[src/rtl/motor_pkg.sv]
// Shared types for the motor command sequencer: direction codes, FSM states
// and small direction helpers.
package motor_pkg;

  typedef logic [1:0] dir_t;

  localparam dir_t DIR_STOP = 2'b00;
  localparam dir_t DIR_FWD  = 2'b01;
  localparam dir_t DIR_REV  = 2'b10;

  typedef enum logic [1:0] {
    IDLE,
    DEAD,
    RUN
  } state_t;

  // Code 11 carries no motion and is handled as STOP.
  function automatic dir_t dir_norm(input dir_t d);
    return (d == DIR_FWD || d == DIR_REV) ? d : DIR_STOP;
  endfunction

  function automatic logic is_reversal(input dir_t nd, input dir_t ld);
    return (nd == DIR_FWD && ld == DIR_REV) || (nd == DIR_REV && ld == DIR_FWD);
  endfunction

endpackage

[src/rtl/motor_cmd_sequencer_if.sv]
// Manual and autonomous command channels (valid/ready with direction and duration).
interface motor_cmd_sequencer_if #(
  parameter int unsigned DUR_W = 16
);
  import motor_pkg::*;

  logic             m_valid;
  logic             m_ready;
  dir_t             m_dir;
  logic [DUR_W-1:0] m_dur;
  logic             a_valid;
  logic             a_ready;
  dir_t             a_dir;
  logic [DUR_W-1:0] a_dur;

  modport master (
    output m_valid, m_dir, m_dur, a_valid, a_dir, a_dur,
    input  m_ready, a_ready
  );

  modport slave (
    input  m_valid, m_dir, m_dur, a_valid, a_dir, a_dur,
    output m_ready, a_ready
  );
endinterface

[src/rtl/motor_cmd_sequencer_ms_tick_gen.sv]
// Millisecond prescaler: counts 0..TICK_DIV-1 and flags tick on the last count.
module ms_tick_gen #(
  parameter int unsigned TICK_DIV = 50_000
) (
  input  logic clk,
  input  logic rst,
  input  logic clr,
  output logic tick
);
  localparam int unsigned W = (TICK_DIV > 1) ? $clog2(TICK_DIV) : 1;
  localparam logic [W-1:0] LAST = W'(TICK_DIV - 1);

  logic [W-1:0] cnt;

  always_ff @(posedge clk) begin
    if (rst || clr) begin
      cnt <= '0;
    end else if (cnt == LAST) begin
      cnt <= '0;
    end else begin
      cnt <= cnt + 1'b1;
    end
  end

  assign tick = (cnt == LAST);
endmodule

[src/rtl/motor_cmd_sequencer.sv]
// Arbitrates manual/autonomous drive commands, times them in ms ticks and
// inserts a stop dead-time before any direction reversal.
module motor_cmd_sequencer
  import motor_pkg::*;
#(
  parameter int unsigned CLK_HZ   = 50_000_000,
  parameter int unsigned TICK_DIV = CLK_HZ / 1000,
  parameter int unsigned DUR_W    = 16,
  parameter int unsigned DEAD_MS  = 20
) (
  input  logic                 clk,
  input  logic                 rst,
  motor_cmd_sequencer_if.slave cmd,
  output logic                 forward,
  output logic                 backward,
  output logic                 busy,
  output logic                 src,
  output logic                 done
);
  localparam int unsigned CW = $clog2(DEAD_MS + 1);
  localparam logic [CW-1:0] DEAD_LAST = CW'(DEAD_MS - 1);
  localparam logic [CW-1:0] DEAD_FULL = CW'(DEAD_MS);

  state_t           state;
  dir_t             cur_dir;
  dir_t             last_dir;
  logic [DUR_W-1:0] rem;
  logic [CW-1:0]    dead_cnt;
  logic [CW-1:0]    idle_ms;
  logic             long_cmd;
  logic             tick;
  logic             m_acc;
  logic             a_acc;
  logic             acc;
  dir_t             new_dir;
  logic [DUR_W-1:0] new_dur;

  assign cmd.m_ready = (state == IDLE) || !src;
  assign cmd.a_ready = (state == IDLE) && !cmd.m_valid;

  always_comb begin
    m_acc   = cmd.m_valid && cmd.m_ready;
    a_acc   = cmd.a_valid && cmd.a_ready;
    acc     = m_acc || a_acc;
    new_dir = m_acc ? dir_norm(cmd.m_dir) : dir_norm(cmd.a_dir);
    new_dur = m_acc ? cmd.m_dur : cmd.a_dur;
  end

  // Accept also restarts the prescaler, which covers DEAD entry.
  ms_tick_gen #(.TICK_DIV(TICK_DIV)) u_tick (
    .clk  (clk),
    .rst  (rst),
    .clr  (acc),
    .tick (tick)
  );

  always_ff @(posedge clk) begin
    if (rst) begin
      state    <= IDLE;
      cur_dir  <= DIR_STOP;
      last_dir <= DIR_STOP;
      rem      <= '0;
      dead_cnt <= '0;
      idle_ms  <= '0;
      long_cmd <= 1'b0;
      forward  <= 1'b0;
      backward <= 1'b0;
      busy     <= 1'b0;
      src      <= 1'b0;
      done     <= 1'b0;
    end else begin
      done <= 1'b0;
      if (acc) begin
        cur_dir  <= new_dir;
        src      <= m_acc;
        rem      <= new_dur;
        dead_cnt <= '0;
        idle_ms  <= '0;
        long_cmd <= 32'(new_dur) >= DEAD_MS;
        if (new_dur == '0) begin
          state    <= IDLE;
          done     <= 1'b1;
          forward  <= 1'b0;
          backward <= 1'b0;
          busy     <= 1'b0;
        end else if (is_reversal(new_dir, last_dir)) begin
          state    <= DEAD;
          forward  <= 1'b0;
          backward <= 1'b0;
          busy     <= 1'b1;
        end else begin
          state    <= RUN;
          forward  <= (new_dir == DIR_FWD);
          backward <= (new_dir == DIR_REV);
          busy     <= 1'b1;
          if (new_dir != DIR_STOP) last_dir <= new_dir;
        end
      end else begin
        case (state)
          IDLE: begin
            if (tick && idle_ms < DEAD_FULL) begin
              idle_ms <= idle_ms + 1'b1;
              if (idle_ms == DEAD_LAST) last_dir <= DIR_STOP;
            end
          end
          DEAD: begin
            if (tick) begin
              if (dead_cnt == DEAD_LAST) begin
                state    <= RUN;
                forward  <= (cur_dir == DIR_FWD);
                backward <= (cur_dir == DIR_REV);
                last_dir <= cur_dir;
              end else begin
                dead_cnt <= dead_cnt + 1'b1;
              end
            end
          end
          RUN: begin
            if (tick) begin
              if (rem == DUR_W'(1)) begin
                state    <= IDLE;
                forward  <= 1'b0;
                backward <= 1'b0;
                busy     <= 1'b0;
                done     <= 1'b1;
                if (cur_dir == DIR_STOP && long_cmd) last_dir <= DIR_STOP;
              end else begin
                rem <= rem - 1'b1;
              end
            end
          end
          default: state <= IDLE;
        endcase
      end
    end
  end
endmodule
[src/flat_wrapper.sv]
// flat-port wrapper written by rule: the top's interface ports become plain ports
module motor_cmd_sequencer_flat import motor_pkg::*;
#(
  parameter int unsigned CLK_HZ   = 50_000_000,
  parameter int unsigned TICK_DIV = CLK_HZ / 1000,
  parameter int unsigned DUR_W    = 16,
  parameter int unsigned DEAD_MS  = 20
)
  (clk, rst, forward, backward, busy, src, done, cmd_m_valid, cmd_m_dir, cmd_m_dur, cmd_a_valid, cmd_a_dir, cmd_a_dur, cmd_m_ready, cmd_a_ready);
  motor_cmd_sequencer_if #(.DUR_W(DUR_W)) cmd_i ();
  input  logic clk;
  input  logic rst;
  output logic forward;
  output logic backward;
  output logic busy;
  output logic src;
  output logic done;
  input wire logic [$bits(cmd_i.m_valid)-1:0] cmd_m_valid;
  input wire logic [$bits(cmd_i.m_dir)-1:0] cmd_m_dir;
  input wire logic [$bits(cmd_i.m_dur)-1:0] cmd_m_dur;
  input wire logic [$bits(cmd_i.a_valid)-1:0] cmd_a_valid;
  input wire logic [$bits(cmd_i.a_dir)-1:0] cmd_a_dir;
  input wire logic [$bits(cmd_i.a_dur)-1:0] cmd_a_dur;
  output wire logic [$bits(cmd_i.m_ready)-1:0] cmd_m_ready;
  output wire logic [$bits(cmd_i.a_ready)-1:0] cmd_a_ready;
  assign cmd_i.m_valid = cmd_m_valid;
  assign cmd_i.m_dir = cmd_m_dir;
  assign cmd_i.m_dur = cmd_m_dur;
  assign cmd_i.a_valid = cmd_a_valid;
  assign cmd_i.a_dir = cmd_a_dir;
  assign cmd_i.a_dur = cmd_a_dur;
  assign cmd_m_ready = cmd_i.m_ready;
  assign cmd_a_ready = cmd_i.a_ready;
  motor_cmd_sequencer #(.CLK_HZ(CLK_HZ), .TICK_DIV(TICK_DIV), .DUR_W(DUR_W), .DEAD_MS(DEAD_MS)) u_core (.clk(clk), .rst(rst), .cmd(cmd_i), .forward(forward), .backward(backward), .busy(busy), .src(src), .done(done));
endmodule
[config.mk]
export PLATFORM = sky130hd
export DESIGN_NAME = motor_cmd_sequencer_flat
export DESIGN_NICKNAME = d
export VERILOG_FILES = /design/src/rtl/motor_pkg.sv /design/src/rtl/motor_cmd_sequencer_if.sv /design/src/rtl/motor_cmd_sequencer_ms_tick_gen.sv /design/src/rtl/motor_cmd_sequencer.sv /design/src/flat_wrapper.sv
export SDC_FILE = /design/constraint.sdc
export NUM_CORES = 1
export LEC_CHECK = 0
export CORE_MARGIN = 4
export CORE_UTILIZATION = 54
export CTS_CLUSTER_SIZE = 12
export DETAILED_ROUTE_END_ITERATION = 12
export GPL_TIMING_DRIVEN = 0
export HOLD_SLACK_MARGIN = 0.02
export PLACE_DENSITY = 0.88
export SETUP_SLACK_MARGIN = 0.05
export SLEW_MARGIN = 15
export SYNTH_ARGS = -nofsm -noshare
export SYNTH_HDL_FRONTEND = slang
export SYNTH_SLANG_ARGS = --single-unit
[constraint.sdc]
create_clock -name clk -period 4 [get_ports clk]
set_clock_uncertainty 0.15 [all_clocks]
set_input_delay 1.2 -clock clk [delete_from_list [all_inputs] [get_ports clk]]
set_output_delay 1.2 -clock clk [all_outputs]
set_load 0.01 [all_outputs]
==> summary.txt <==
Outcome
  – Outcome: completed

Finish
  – Most frequent cells in the layout: 55 x nor2_1, 54 x dfxtp_1, 46 x clkdlybuf4s50_1, 36 x nand2_1, 20 x xor2_1
  – Number of diodes: 0
  – Filler instances: 467
  – Number of nets in the layout: 480
  – Leading cell type in the layout, fill and taps excluded: nor2_1
  – Layout overhead on the synthesized area: 20.15%
  – Share of layout cells above drive strength 1: 6.928%

Detailed routing
  – DR iter-0 viols: 207
  – Total number of vias: 3080
  – Final antenna-violating net count: 0
  – Vias per Instance: 6.099
  – DRC: 0
  – Routed WL: 8329 um
  – Routed len/inst: 16.49 um
  – DRT Pass-1 Iters: 5

Place
  – Hpwl dp: 6358 um
  – Placer Congestion: 0.9482
  – Buffers added on ports: 46
  – Pre-CTS setup slack: 0.1769 ns

Worst setup path
  – Required time of the critical path: 2.65 ns
  – Setup Crit Path Kind: in -> out
  – Critical Path AT: 2.49 ns
  – Critical Path Sink Type: output port
  – CP Launch Point: cmd_m_valid
  – Startpoint types: primary input
  – Worst R2R Start: u_core.state[0]
  – Critical path peak fanout: 5

Worst hold path
  – Worst min-delay path startpoint: u_core.u_tick.cnt[0]
  – Worst Hold Class: reg -> reg

Global routing
  – First-pass GRT wire length: 13810 um
  – Vias in the first global route: 3009
  – Initial antenna violation count: 0
  – Grt total ovfl: 0
  – GRT Resource Usage Total: 23.34%
  – Largest net degree at the start of global routing: 18

Die
  – # IOs: 47
  – Initial Utilization: 56.69%
  – Die area: 7179 sq um
  – Chip height: 84.73 um
  – Die Wd: 84.73 um
  – Area of the core: 5608 sq um
  – FP Rows: 27

Clock tree
  – Clk sinks: 54
  – CTS Hold Buffers Added: 0
  – Clk Latency, worst-skew pair: 0.32 ns
  – CTS-repair resized insts: 0
  – CTS Buffer Depth: 2
  – CTS Root Cell: clkbuf_8
  – H-tree depth: 2
  – Total CTS buffers: 5
  – CTS tree: built
  – Number of buffers inserted by post-CTS setup repair: 0
  – Reg clk slew, reported paths: 0.10 ns

STA
  – RSZ-0062 raised after global routing: false
  – Slew @ Worst Pin: 0.8848 ns
  – Final Hold Vio Count: 0
  – Final setup TNS: 0 ns
  – Slew HR: 40.88%
  – Hold WS: 0.3082 ns
  – Max Freq: 260.4 MHz
  – Period utilization: 95.99%
  – Minimum clock period: 3.840 ns
  – Endpoints failing setup: 0
  – Final Max Slew Viols: 0
  – Final WS setup: 0.1604 ns

Yosys
  – Post-synth EDFFs: 0
  – Seq cells post-synth: 54
  – Post-synthesis net count: 427
  – Leading area contributor after synthesis: dfxtp_1
  – Synth top area cells: dfxtp_1 34%, nor2_1 6.5%, xor2_1 5.5%, nand2_1 4.3%, xnor2_1 3.9%
  – Async set or reset register ratio after synthesis: 0%
  – Synth Cell Area: 3179 sq um
  – Sequential area share after synthesis: 34.00%
  – Cell variety after synth: 59
  – Mapped Avg Cell Area: 8.389 sq um
  – Ys Warns: 0
  – Synth Flop Type: dfxtp_1
  – Top cell type's share of synthesized area: 34.00%
  – Mapped Cells: 379

Flow run
  – Max_cap viols: 0

Power
  – Max IR drop VDD: 204.7 uV
  – PD cells: 321.8 nW/um^2
  – Leakage: 1.306 nW
## stage by stage
stage                     instances  instance area [sq um]  utilization, %  total power, mW
final                           505                   3820           68.12            1.229
after global placement          497                   3730           66.51           0.9186
after detailed placement        497                   3730           66.51           0.9267
after floorplan                 379                   3179               -           0.8076
after global routing            505                   3820           68.12            1.290
after CTS                       505                   3820           68.12            1.227
## sequential cells by signal, summed over array words and instances, names as in the netlist
signal             cells
u_core.rem            16
u_core.u_tick.cnt     16
u_core.dead_cnt        5
u_core.idle_ms         5
u_core.cur_dir         2
u_core.last_dir        2
u_core.state           2
u_core.backward        1
u_core.busy            1
u_core.done            1
u_core.forward         1
u_core.long_cmd        1
u_core.src             1
## routing by layer
layer / up-vias / global-route usage, % / part of all wire (%)
li1: 1476 / - / -
met3: 25 / 6.379 / 9.6
met5: - / 0 / 0
met1: 1421 / 29.27 / 42
met4: 0 / 7.914 / 2.2
met2: 158 / 38.58 / 46
## critical path, stage by stage
cell	delay, ns
clkdlybuf4s50_1	0.48
nor2b_1	0.23
clkdlybuf4s50_1	0.58
## final timing paths
path	slack, ns	cells past startpoint	to
setup / recovery	0.16	3	cmd_a_ready
hold reg to reg	0.31	1	u_core.u_tick.cnt[0]
hold / removal	0.31	1	u_core.u_tick.cnt[0]
setup reg to reg	1.03	8	u_core.rem[1]
## where the power goes
part	internal, mW	leakage (nW)	switching [mW]
Sequential	0.570	0.441	0.0334
Combinational	0.141	0.820	0.180
Clock	0.123	0.0441	0.182
## cell type report
class,instances,area [sq um],share of cell area (%)
flip-flops and latches,54,1081,28.30
inverters,8,30.03,0.7861
multi-input cells,302,2007,52.54
well taps,72,90.09,2.358
plain buffers,15,61.31,1.605
clock buffers,5,68.82,1.802
repair buffers,46,460.4,12.05
clock inverters,3,21.27,0.5568
## synth_stat cells (7+ instances only)
cell / n
dfxtp_1: 54
mux2i_1: 7
nand4_1: 10
a221oi_1: 7
nand3_1: 15
nor3_1: 13
inv_1: 8
xor2_1: 20
nor4_1: 8
clkbuf_1: 13
nor2_1: 55
o21ai_0: 14
nand2_1: 36
ha_1: 8
nor2b_1: 10
a21oi_1: 12
nand2b_1: 7
xnor2_1: 14
## cell families after synthesis
family / synth area share (%)
AO/OA/AOI/OAI: 16.88
XOR/XNOR: 9.367
buffers and inverters: 2.873
multiplexers: 2.204
flip-flops: 34.00
AND/OR/NAND/NOR: 31.52
adder cells (fa/ha/maj): 3.148
Power figures use the tool's default switching activity.
==> edit, RTL diff (same settings) <==
`DEAD_MS` is set to 20 in 2 places; all go to 40.
--- a/src/rtl/motor_cmd_sequencer.sv
+++ b/src/rtl/motor_cmd_sequencer.sv
@@ -6,7 +6,7 @@
   parameter int unsigned CLK_HZ   = 50_000_000,
   parameter int unsigned TICK_DIV = CLK_HZ / 1000,
   parameter int unsigned DUR_W    = 16,
-  parameter int unsigned DEAD_MS  = 20
+  parameter int unsigned DEAD_MS  = 40
 ) (
   input  logic                 clk,
   input  logic                 rst,
--- a/src/flat_wrapper.sv
+++ b/src/flat_wrapper.sv
@@ -4,7 +4,7 @@
   parameter int unsigned CLK_HZ   = 50_000_000,
   parameter int unsigned TICK_DIV = CLK_HZ / 1000,
   parameter int unsigned DUR_W    = 16,
-  parameter int unsigned DEAD_MS  = 20
+  parameter int unsigned DEAD_MS  = 40
 )
   (clk, rst, forward, backward, busy, src, done, cmd_m_valid, cmd_m_dir, cmd_m_dur, cmd_a_valid, cmd_a_dir, cmd_a_dur, cmd_m_ready, cmd_a_ready);
   motor_cmd_sequencer_if #(.DUR_W(DUR_W)) cmd_i ();
Formal check against the unedited RTL: no difference found for any inputs over 10 cycles, from zero or initial values and one cycle with rst high; that may be too few to reach the edited logic, so the function may still have changed.
==> edit against the unedited design <==
Final area up 3.9%. Worst setup slack better by 0.088 ns. Critical path depth unchanged. Sequential cell count up 2. Largest cell class unchanged. Sequential power up 5.6%. Highest routed layer unchanged. Wire length up 5.8%. Area after synthesis up 3.4%. Total power up 16%. Register-to-register slack better by 0.10 ns.
==> edit: results (changes against the unedited design) <==
Cells and area
The share of cells above drive strength 1 is 8.03% (was 6.93%). The fill cell total of the finished layout was 489 (was 467). The net count of the finished layout is 484 (was 480).

Placed design
The routability congestion estimate from global placement came to 0.878 (was 0.948). The pre-CTS setup slack came to -0.0564 ns (was 0.177 ns). The placed instance area is 3840 sq um (was 3730 sq um).

The cell count after placement is 504 (was 497). The HPWL reported at the end of detailed placement is 6480 um (was 6360 um).

GRT
The global-route wire length before repair is 14500 um (was 13800 um). The global routing met1 resource utilization came to 30.4% (was 29.3%). The met3 routing resource usage after global routing is 6.24% (was 6.38%). The met2 usage is 40.7% (was 38.6%). The number of global-route vias before repair is 3132 (was 3009). The pin count of the biggest net entering global routing is 17 (was 18). The overall fraction of global-route tracks in use is 24.2% (was 23.3%).

Synth
Post-synth top cells: nor2_1, dfxtp_1, xor2_1 (was nor2_1, dfxtp_1, nand2_1). The compound-cell area share of the yosys netlist was 14.1% (was 16.9%). The distinct cell type count after synthesis is 61 (was 59). The share of synthesized area spent on multiplexers was 1.22% (was 2.20%). The sequential area share after synthesis came to 34.1% (was 34.0%). The adder and majority cell fraction of the synthesized area is 3.05% (was 3.15%). The xor/xnor cell area share of the yosys netlist is 10.1% (was 9.37%).

Leading post-synthesis cells by cell area: dfxtp_1, xor2_1, nor2_1 (was dfxtp_1, nor2_1, xor2_1).

Worst setup path
The setup slack of the most critical reg-to-reg path came to 1.13 ns (was 1.03 ns). The destination of the worst register-to-register timing path is u_core.backward$_SDFFE_PP0P_ (was u_core.rem[1]$_SDFFE_PP0P_). The number of cells traversed by the worst register-to-register path is 9 (was 8). The largest fanout on the critical path is 7 (was 5).

The worst endpoint data arrival time was 2.40 ns (was 2.49 ns).

Routing
The final wirelength was 8810 um (was 8330 um). The per-cell via count in the routed design is 6.21 (was 6.10). The starting DRC count in detailed routing is 294 (was 207). The number of vias in the routed layout is 3175 (was 3080).

Power
The switching power of the nets is 432 uW (was 396 uW). The combinational cell fraction of total power is 25.0% (was 26.0%). The power in sequential cells was 637 uW (was 603 uW).

The peak ir drop on the vdd network was 238 uV (was 205 uV). The static leakage is 1.39 nW (was 1.31 nW). The cell-internal power is 999 uW (was 834 uW).

STA
The normalized max-slew margin is 48.7% (was 40.9%).

Outcome
Result of the run: finished, final reports clean (unchanged).
-- edit: layout make-up --
| cell class | count | area (sq um) | share of cell area (%) |
|---|---|---|---|
| buffer | 15 | 87.6 | 2.21 |
| multi-input combinational | 300 | 2030 | 51.2 |
| tap | 75 | 93.8 | 2.36 |
| clock buffer | 5 | 68.8 | 1.73 |
| clock inverter | 2 | 60.1 | 1.51 |
| sequential | 56 | 1120 | 28.2 |
| timing repair buffer | 46 | 459 | 11.6 |
| inverter | 12 | 45.0 | 1.13 |
-- edit: critical path: stages --
cell and delay, ns:
dlygate4sd2_1 0.42, and2b_2 0.30, clkdlybuf4s50_1 0.48
-- edit: how the worst min path moves through the flow --
stage	slack [ns]	startpoint	cells past startpoint	to
finish	0.30	u_core.u_tick.cnt[0]$_SDFF_PP0_	1	u_core.u_tick.cnt[0]$_SDFF_PP0_
global route	0.33	u_core.u_tick.cnt[0]$_SDFF_PP0_	1	u_core.u_tick.cnt[0]$_SDFF_PP0_
CTS	0.30	u_core.u_tick.cnt[0]$_SDFF_PP0_	1	u_core.u_tick.cnt[0]$_SDFF_PP0_
detailed placement	0.29	u_core.u_tick.cnt[0]$_SDFF_PP0_	1	u_core.u_tick.cnt[0]$_SDFF_PP0_
global placement	0.27	u_core.u_tick.cnt[0]$_SDFF_PP0_	1	u_core.u_tick.cnt[0]$_SDFF_PP0_
floorplan	0.26	u_core.u_tick.cnt[0]$_SDFF_PP0_	1	u_core.u_tick.cnt[0]$_SDFF_PP0_
-- edit: routing by layer --
layer / routed length (um) / vias to the layer above
met3: 786 / 18
met5: 0 / -
li1: - / 1513
met2: 4150 / 144
met4: 173 / 0
met1: 3700 / 1500
-- edit: repair_timing --
action	CTS	global route
setup buffers	0	0
setup endpoints to repair	1	0
endpoints found under the hold margin	0	0
resized for setup	1	0
